[config.mk]
export PLATFORM = sky130hd
export DESIGN_NAME = note_player
export DESIGN_NICKNAME = d
export VERILOG_FILES = /design/src/rtl/note_player.sv
export SDC_FILE = /design/constraint.sdc
export NUM_CORES = 1
export LEC_CHECK = 0
export CORE_MARGIN = 3
export CORE_UTILIZATION = 50
export CTS_CLUSTER_DIAMETER = 50
export DETAILED_ROUTE_END_ITERATION = 6
export PLACE_DENSITY = 0.71
export SYNTH_ARGS = -nofsm -noshare
export SYNTH_HDL_FRONTEND = slang
export SYNTH_SLANG_ARGS = --single-unit
[constraint.sdc]
create_clock -name clk -period 6.2 [get_ports clk]
set_input_delay 1.24 -clock clk [delete_from_list [all_inputs] [get_ports clk]]
set_output_delay 1.24 -clock clk [all_outputs]
set_load 0.005 [all_outputs]
[src/rtl/note_player.sv]
`default_nettype none
// ============================================================================
// Module   : note_player
// Purpose  : Square-wave note sequencer. Plays one note per valid/ready
//            handshake for a set duration and toggles LED on each completion.
// Revision : 1.0  initial release
// ============================================================================
module note_player #(
  parameter int HP_W     = 20,
  parameter int DUR_W    = 16,
  parameter int TICK_DIV = 50000
) (
  input  logic             clk,
  input  logic             reset,
  input  logic             note_valid,
  output logic             note_ready,
  input  logic [HP_W-1:0]  note_half_period,
  input  logic [DUR_W-1:0] note_duration,
  input  logic             stop,
  output logic             busy,
  output logic             speaker,
  output logic             speaker2,
  output logic             LED
);

  localparam int              c_TW        = (TICK_DIV > 1) ? $clog2(TICK_DIV) : 1;
  localparam logic [c_TW-1:0] c_TICK_LAST = c_TW'(TICK_DIV - 1);

  typedef enum logic [0:0] {
    S_IDLE = 1'b0,
    S_PLAY = 1'b1
  } state_t;

  state_t           r_state;
  logic [HP_W-1:0]  r_hp;
  logic [HP_W-1:0]  r_hp_cnt;
  logic [DUR_W-1:0] r_dur;
  logic [DUR_W-1:0] r_dur_cnt;
  logic [c_TW-1:0]  r_tick_cnt;
  logic             r_speaker;
  logic             r_led;
  logic             r_ready;
  logic             r_busy;

  logic w_tick_last;
  logic w_hp_last;
  logic w_done;

  assign w_tick_last = (r_tick_cnt == c_TICK_LAST);
  assign w_hp_last   = (r_hp_cnt == r_hp - HP_W'(1));
  // A zero duration finishes immediately; otherwise dur_cnt never passes dur-1.
  assign w_done      = (r_dur == '0) || (w_tick_last && (r_dur_cnt == r_dur - DUR_W'(1)));

  always_ff @(posedge clk) begin
    if (reset) begin
      r_state    <= S_IDLE;
      r_hp       <= '0;
      r_hp_cnt   <= '0;
      r_dur      <= '0;
      r_dur_cnt  <= '0;
      r_tick_cnt <= '0;
      r_speaker  <= 1'b0;
      r_led      <= 1'b0;
      r_ready    <= 1'b1;
      r_busy     <= 1'b0;
    end else begin
      case (r_state)
        S_IDLE: begin
          if (note_valid && !stop) begin
            r_hp       <= note_half_period;
            r_dur      <= note_duration;
            r_hp_cnt   <= '0;
            r_tick_cnt <= '0;
            r_dur_cnt  <= '0;
            r_state    <= S_PLAY;
            r_ready    <= 1'b0;
            r_busy     <= 1'b1;
          end
        end
        S_PLAY: begin
          if (stop || w_done) begin
            r_state   <= S_IDLE;
            r_speaker <= 1'b0;
            r_hp_cnt  <= '0;
            r_ready   <= 1'b1;
            r_busy    <= 1'b0;
            if (!stop) r_led <= ~r_led;
          end else begin
            if (r_hp == '0) begin
              r_speaker <= 1'b0;
            end else if (w_hp_last) begin
              r_speaker <= ~r_speaker;
              r_hp_cnt  <= '0;
            end else begin
              r_hp_cnt  <= r_hp_cnt + HP_W'(1);
            end
            if (w_tick_last) begin
              r_tick_cnt <= '0;
              r_dur_cnt  <= r_dur_cnt + DUR_W'(1);
            end else begin
              r_tick_cnt <= r_tick_cnt + c_TW'(1);
            end
          end
        end
        default: begin
          r_state <= S_IDLE;
          r_ready <= 1'b1;
          r_busy  <= 1'b0;
        end
      endcase
    end
  end

  assign note_ready = r_ready;
  assign busy       = r_busy;
  assign speaker    = r_speaker;
  assign speaker2   = r_speaker;
  assign LED        = r_led;

endmodule
`default_nettype wire

* Word level (Yosys, flattened, before mapping)
Cells that the tools add are included.
** Storage, ports and cells
- Input port bits :: 40
- Output and inout port bits :: 5
- Register bits after elaboration :: 93
- Logic and storage cells :: 66
** Cells by class
- Bitwise logic cells :: 4
- $add $sub $neg :: 5
- Equality and inequality tests :: 8
- Reduce and logical (&&, ||, !) cells :: 15
- Multiplexer cells :: 24
** Operators with widths (count)
- $mux W16 :: 5
- $mux W20 :: 4
- $pmux W16 S2 :: 2
- $pmux W20 S2 :: 1
- $add A16 B1 Y16 const B :: 2
- $add A20 B1 Y20 const B :: 1
- $eq A20 B20 Y1 :: 1
- $logic_not A20 Y1 :: 1
- $sub A20 B1 Y20 const B :: 1
- $eq A16 B16 Y1 :: 1
- $eq A16 B16 Y1 const B :: 1
- $logic_not A16 Y1 :: 1
- $sub A16 B1 Y16 const B :: 1
- $reduce_and A2 Y1 :: 5
- $mux W1 :: 9
- $pmux W1 S2 :: 3
- $reduce_and A3 Y1 :: 2
- $ne A2 B1 Y1 const B :: 2
- $ne A2 B2 Y1 const B :: 2
- $not A1 Y1 :: 4
- $ne A3 B3 Y1 const B :: 1
- $reduce_bool A3 Y1 :: 1
- $logic_and A1 B1 Y1 :: 2
- $logic_or A1 B1 Y1 :: 2
- $logic_not A1 Y1 :: 1

* Longest topological paths before layout
- Depth in word-level cells :: 7
- Depth in mapped cells :: 13
- Depth with buffers taken out :: 11

* Least setup slack after synthesis
No wires, ideal clock.
- Kind :: register to register
- From :: register r_dur[0]
- To :: register r_hp_cnt[17]
- Setup slack :: 2.985 ns
- Required time :: 6.130 ns
- Path buffers :: 2
- Setup time :: 0.070 ns
- Cell stages (with the launch flop) :: 14
- Data arrival time :: 3.145 ns
- Clock period less this slack :: 3.215 ns
- Cell sequence :: dfxtp_1 > clkbuf_1 > inv_1 > ha_1 > or3b_2 > nor2_1 > xnor2_1 > nand4_1 > a2111o_1 > o2111ai_4 > nand2b_1 > buf_2 > or4_1 > a21oi_1
** Between the ends
- Longest elaborated chain between the ends :: 7
- Elaborated cells on any way between the ends :: 10
- Classes of those cells :: 1 x add/sub; 2 x eq/ne; 2 x mux; 5 x reduce/logical
** Ends and longest elaborated chain
- from (decl) :: line 37 : logic [DUR_W-1:0] r_dur;
- from (signal assigned) :: line 71 : r_dur <= note_duration;
- $sub A16 B1 Y16 :: line 52 : assign w_done = (r_dur == '0) || (w_tick_last && (r_dur_cnt == r_dur - DUR_W'(1)));
- $eq A16 B16 Y1 :: line 52
- $logic_and A1 B1 Y1 :: line 52
- $logic_or A1 B1 Y1 * :: line 52
- $logic_or A1 B1 Y1 * :: line 81 : if (stop || w_done) begin
- $mux W20 / $ne A3 B3 Y1 (equally long branches)
- $pmux W20 S2 / $reduce_and A2 Y1 (equally long branches)
- to (signal assigned) :: line 95 : r_hp_cnt <= r_hp_cnt + HP_W'(1);
- to (decl) :: line 36 : logic [HP_W-1:0] r_hp_cnt;
Every way passes the cells marked *; elsewhere a longest branch is shown, timed or not.
A chain may end at the register's enable or synchronous reset.

* Worst setup path in the final report
- From :: register r_dur[0]
- To :: register r_hp_cnt[12]
Same word-level chain as after synthesis.

==> summary.md <==
| Metric | Value |
|---|---|
| Pre-CTS setup slack | 2.28 ns |
| Avg WL per Cell | 15.8 um |
| Critical path fanouts, max | 15 |
| Post-synthesis area per instance | 7.80 um2 |
| Clk sinks | 93 |
| Die Width | 109 um |
| CP Class | flip-flop to flip-flop |
| Peak Freq | 0.263 GHz |
| Time the worst path needs with I/O delays and setup | 3.80 ns |
| RSZ-0062 raised after global routing | false |
| Gate Count Post-Synth | 686 |
| Final setup fails | 0 |
| Layout cell share with drive strength beyond 1 | 0.0492 |
| Post-synth ARST share | 0 |
| Largest stage delay, worst path | 0.54 ns |
| Sequential fraction of the synthesis area | 0.348 |
| Gr ovfl total | 0 |
| Synth unique cells | 66 |
| Antenna Cells | 0 |
| Final Non-Filler Cells | 847 |
| CP Data Required Time | 6.46 ns |
| Initial antenna violation count | 0 |
| Gr usage total | 0.228 |
| Setup WS post-layout | 2.40 ns |
| Fillers | 974 |
| Post-DP HPWL | 9690 um |
| Post-CTS Hold Buffers | 0 |
| Worst reg2reg path startpoint | r_dur[0] |
| Starting density of the core | 0.516 |
| Slowest stage cell, crit path | or3b_2 |
| Top cells by area, synth | dfxtp_1 (35%), nand2_1 (7.1%), xnor2_1 (6.9%) |
| Critical Path End Type | flip-flop |
| Final hold slack | 0.454 ns |
| Tightest Hold Check Type | flip-flop to flip-flop |
| Placement Rows | 37 |
| Vias in the first global route | 4,669 |
| VDD IR max | 0.145 mV |
| Gates resized, CTS repair | 0 |
| Area delta synth->final | 14.3% |
| Die Ht | 109 um |
| I/O Buffers | 44 |
| Rel. slew slack | 0.238 |
| Inst Count DP | 831 |
| RePlAce Congestion | 0.930 |
| Mapped Area | 5350 um2 |
| Postcts setup bufs | 0 |
| Core box area | 10,400 um2 |
| Max-slew violations | 0 |
| TNS Setup | 0 ns |
| Power Dens Cells | 235 nW/um2 |
| CP Launch Point | r_dur[0] |
| Clk Latency, worst-skew pair | 0.37 ns |
| P_leak | 2.17 nW |
| Fin crit share | 0.613 |
| Leading area contributor after synthesis | dfxtp_1 |
| Num CTS Buffers | 9 |
| Clk_skew | 0.0142 ns |
| Crit path launch type | flip-flop |
| Vias per cell | 5.97 |
| Top FF cell, synth | dfxtp_1 |
| Maximum buffer depth of the clock tree | 2 |
| Initial DRC Count | 416 |
| Layout net count | 752 |
| Hold_sp | note_ready |
| Clock-pin slew on the worst setup and hold paths | 0.09 ns |
| Synthesis-stage register bit count | 93 |
| DR pass1 iterations | 4 |
| First-pass GRT wire length | 22,000 um |
| Share of the synthesized area in the top cell type | 0.348 |
| Final ANT Viol Nets | 0 |
| Final Hold Fails | 0 |
| H-tree levels | 3 |
| Synth Net Count | 732 |
| Die area | 12,000 um2 |
| Post-Route WL | 13,400 um |
| Root Buffer | clkbuf_8 |
| Run status | complete, no violations |
| Post-route DRC | 0 |
| Yosys warns | 0 |
| Crit path cell chain | inv_1 -> ha_1 -> or3b_2 -> nor2_1 -> xnor2_1 -> nand4_1 -> a2111o_1 -> o2111ai_4 -> nand2_2 -> o21bai_1 -> buf_4 -> a21oi_1 |
| Max-cap violations | 0 |
| Slew @ Worst Pin | 1.14 ns |
| CTS tree | built |
| WP data arrival | 4.06 ns |
| EDFF count, synth | 0 |
| Top Ports | 45 |
| Largest net degree at the start of global routing | 50 |
| Via count | 5,055 |
cell usage in the layout (no fill, tap or decap), drive strengths merged, types with 4 or more instances in the layout:
cell type	netlist	final
mux2i	6	6
bufinv	0	5
ha	6	6
a31oi	4	4
nor3	25	25
xnor2	42	42
clkbuf	25	10
nand4	15	15
a21o	5	5
nand3	32	32
nor2b	5	5
and3	18	18
nor3b	7	7
o31ai	9	9
clkdlybuf4s50	0	43
or4	17	17
xor2	23	23
nand2	102	102
nor4	11	11
a21oi	61	61
inv	12	14
or3	15	15
o21ai	21	21
nand2b	10	10
dfxtp	93	93
nor2	58	58
nor4b	5	5
cells by family after synthesis:
family / Yosys count / share of synthesized area
compound gates: 129 / 0.153
xor+xnor: 65 / 0.106
fa+ha+maj: 6 / 0.0140
buf+inv: 49 / 0.0365
flops: 93 / 0.348
mux: 7 / 0.0133
simple gates: 337 / 0.328
per-stage QoR:
stage	instance area, um2	utilization	power, mW
final	6110	0.589	1.44
after CTS	6110	0.589	1.44
after detailed placement	5820	0.561	0.873
after global placement	5820	0.561	0.868
after global routing	6110	0.589	1.50
after floorplan	5350	-	0.806
routing by layer:
layer,up-vias,part of all wire,track usage
li1,2483,-,-
met1,2406,0.47,0.304
met2,141,0.46,0.372
met3,25,0.055,0.0417
met4,0,0.020,0.0748
met5,-,0,0
worst paths after layout:
| kind | to | slack [ns] | cells after the start |
|---|---|---|---|
| worst min register to register | note_ready | 0.45 | 2 |
| worst max register to register | r_hp_cnt[12] | 2.40 | 12 |
| worst max-delay path | r_hp_cnt[12] | 2.40 | 12 |
| worst min-delay path | note_ready | 0.45 | 2 |
area by class of cell:
type                    count  area, um2  share of cell area
flip-flops and latches     93       1860               0.305
well taps                 136        170              0.0278
multi-input cells         544       3290               0.539
clock buffers               9        124              0.0203
clock inverters             7        168              0.0274
repair buffers             46        450              0.0737
inverters                  12       45.0             0.00737
flip-flops by register name, summed over array words and instances, names as in the netlist:
| register | count |
|---|---|
| r_state | 1 |
| r_tick_cnt | 16 |
| LED | 1 |
| r_dur_cnt | 16 |
| busy | 1 |
| r_hp_cnt | 20 |
| note_ready | 1 |
| speaker | 1 |
| r_dur | 16 |
| r_hp | 20 |
critical path: cells and delay by family (launching register included):
family	cells	cell delay, ns
AOI/OAI and AO/OA	4	1.41
and+or+nand+nor	4	1.01
buffers and inverters	2	0.41
DFF	1	0.40
adders and majority gates	1	0.32
xor gates and xnor gates	1	0.13
report_power, final:
part | internal [mW] | switching (mW) | total [mW]
Combinational | 0.102 | 0.122 | 0.223
Sequential | 0.612 | 0.0276 | 0.640
Clock | 0.352 | 0.223 | 0.575
Total | 1.07 | 0.372 | 1.44
synthesized netlist by cell type, types with 16 or more instances:
cell	n
nand2_1	101
dfxtp_1	93
a21oi_1	61
nor2_1	57
xnor2_1	42
nand3_1	32
clkbuf_1	25
nor3_1	24
xor2_1	23
o21ai_0	20
and3_1	18
or4_1	16
Note: power is estimated with default switching activity, not from simulation.
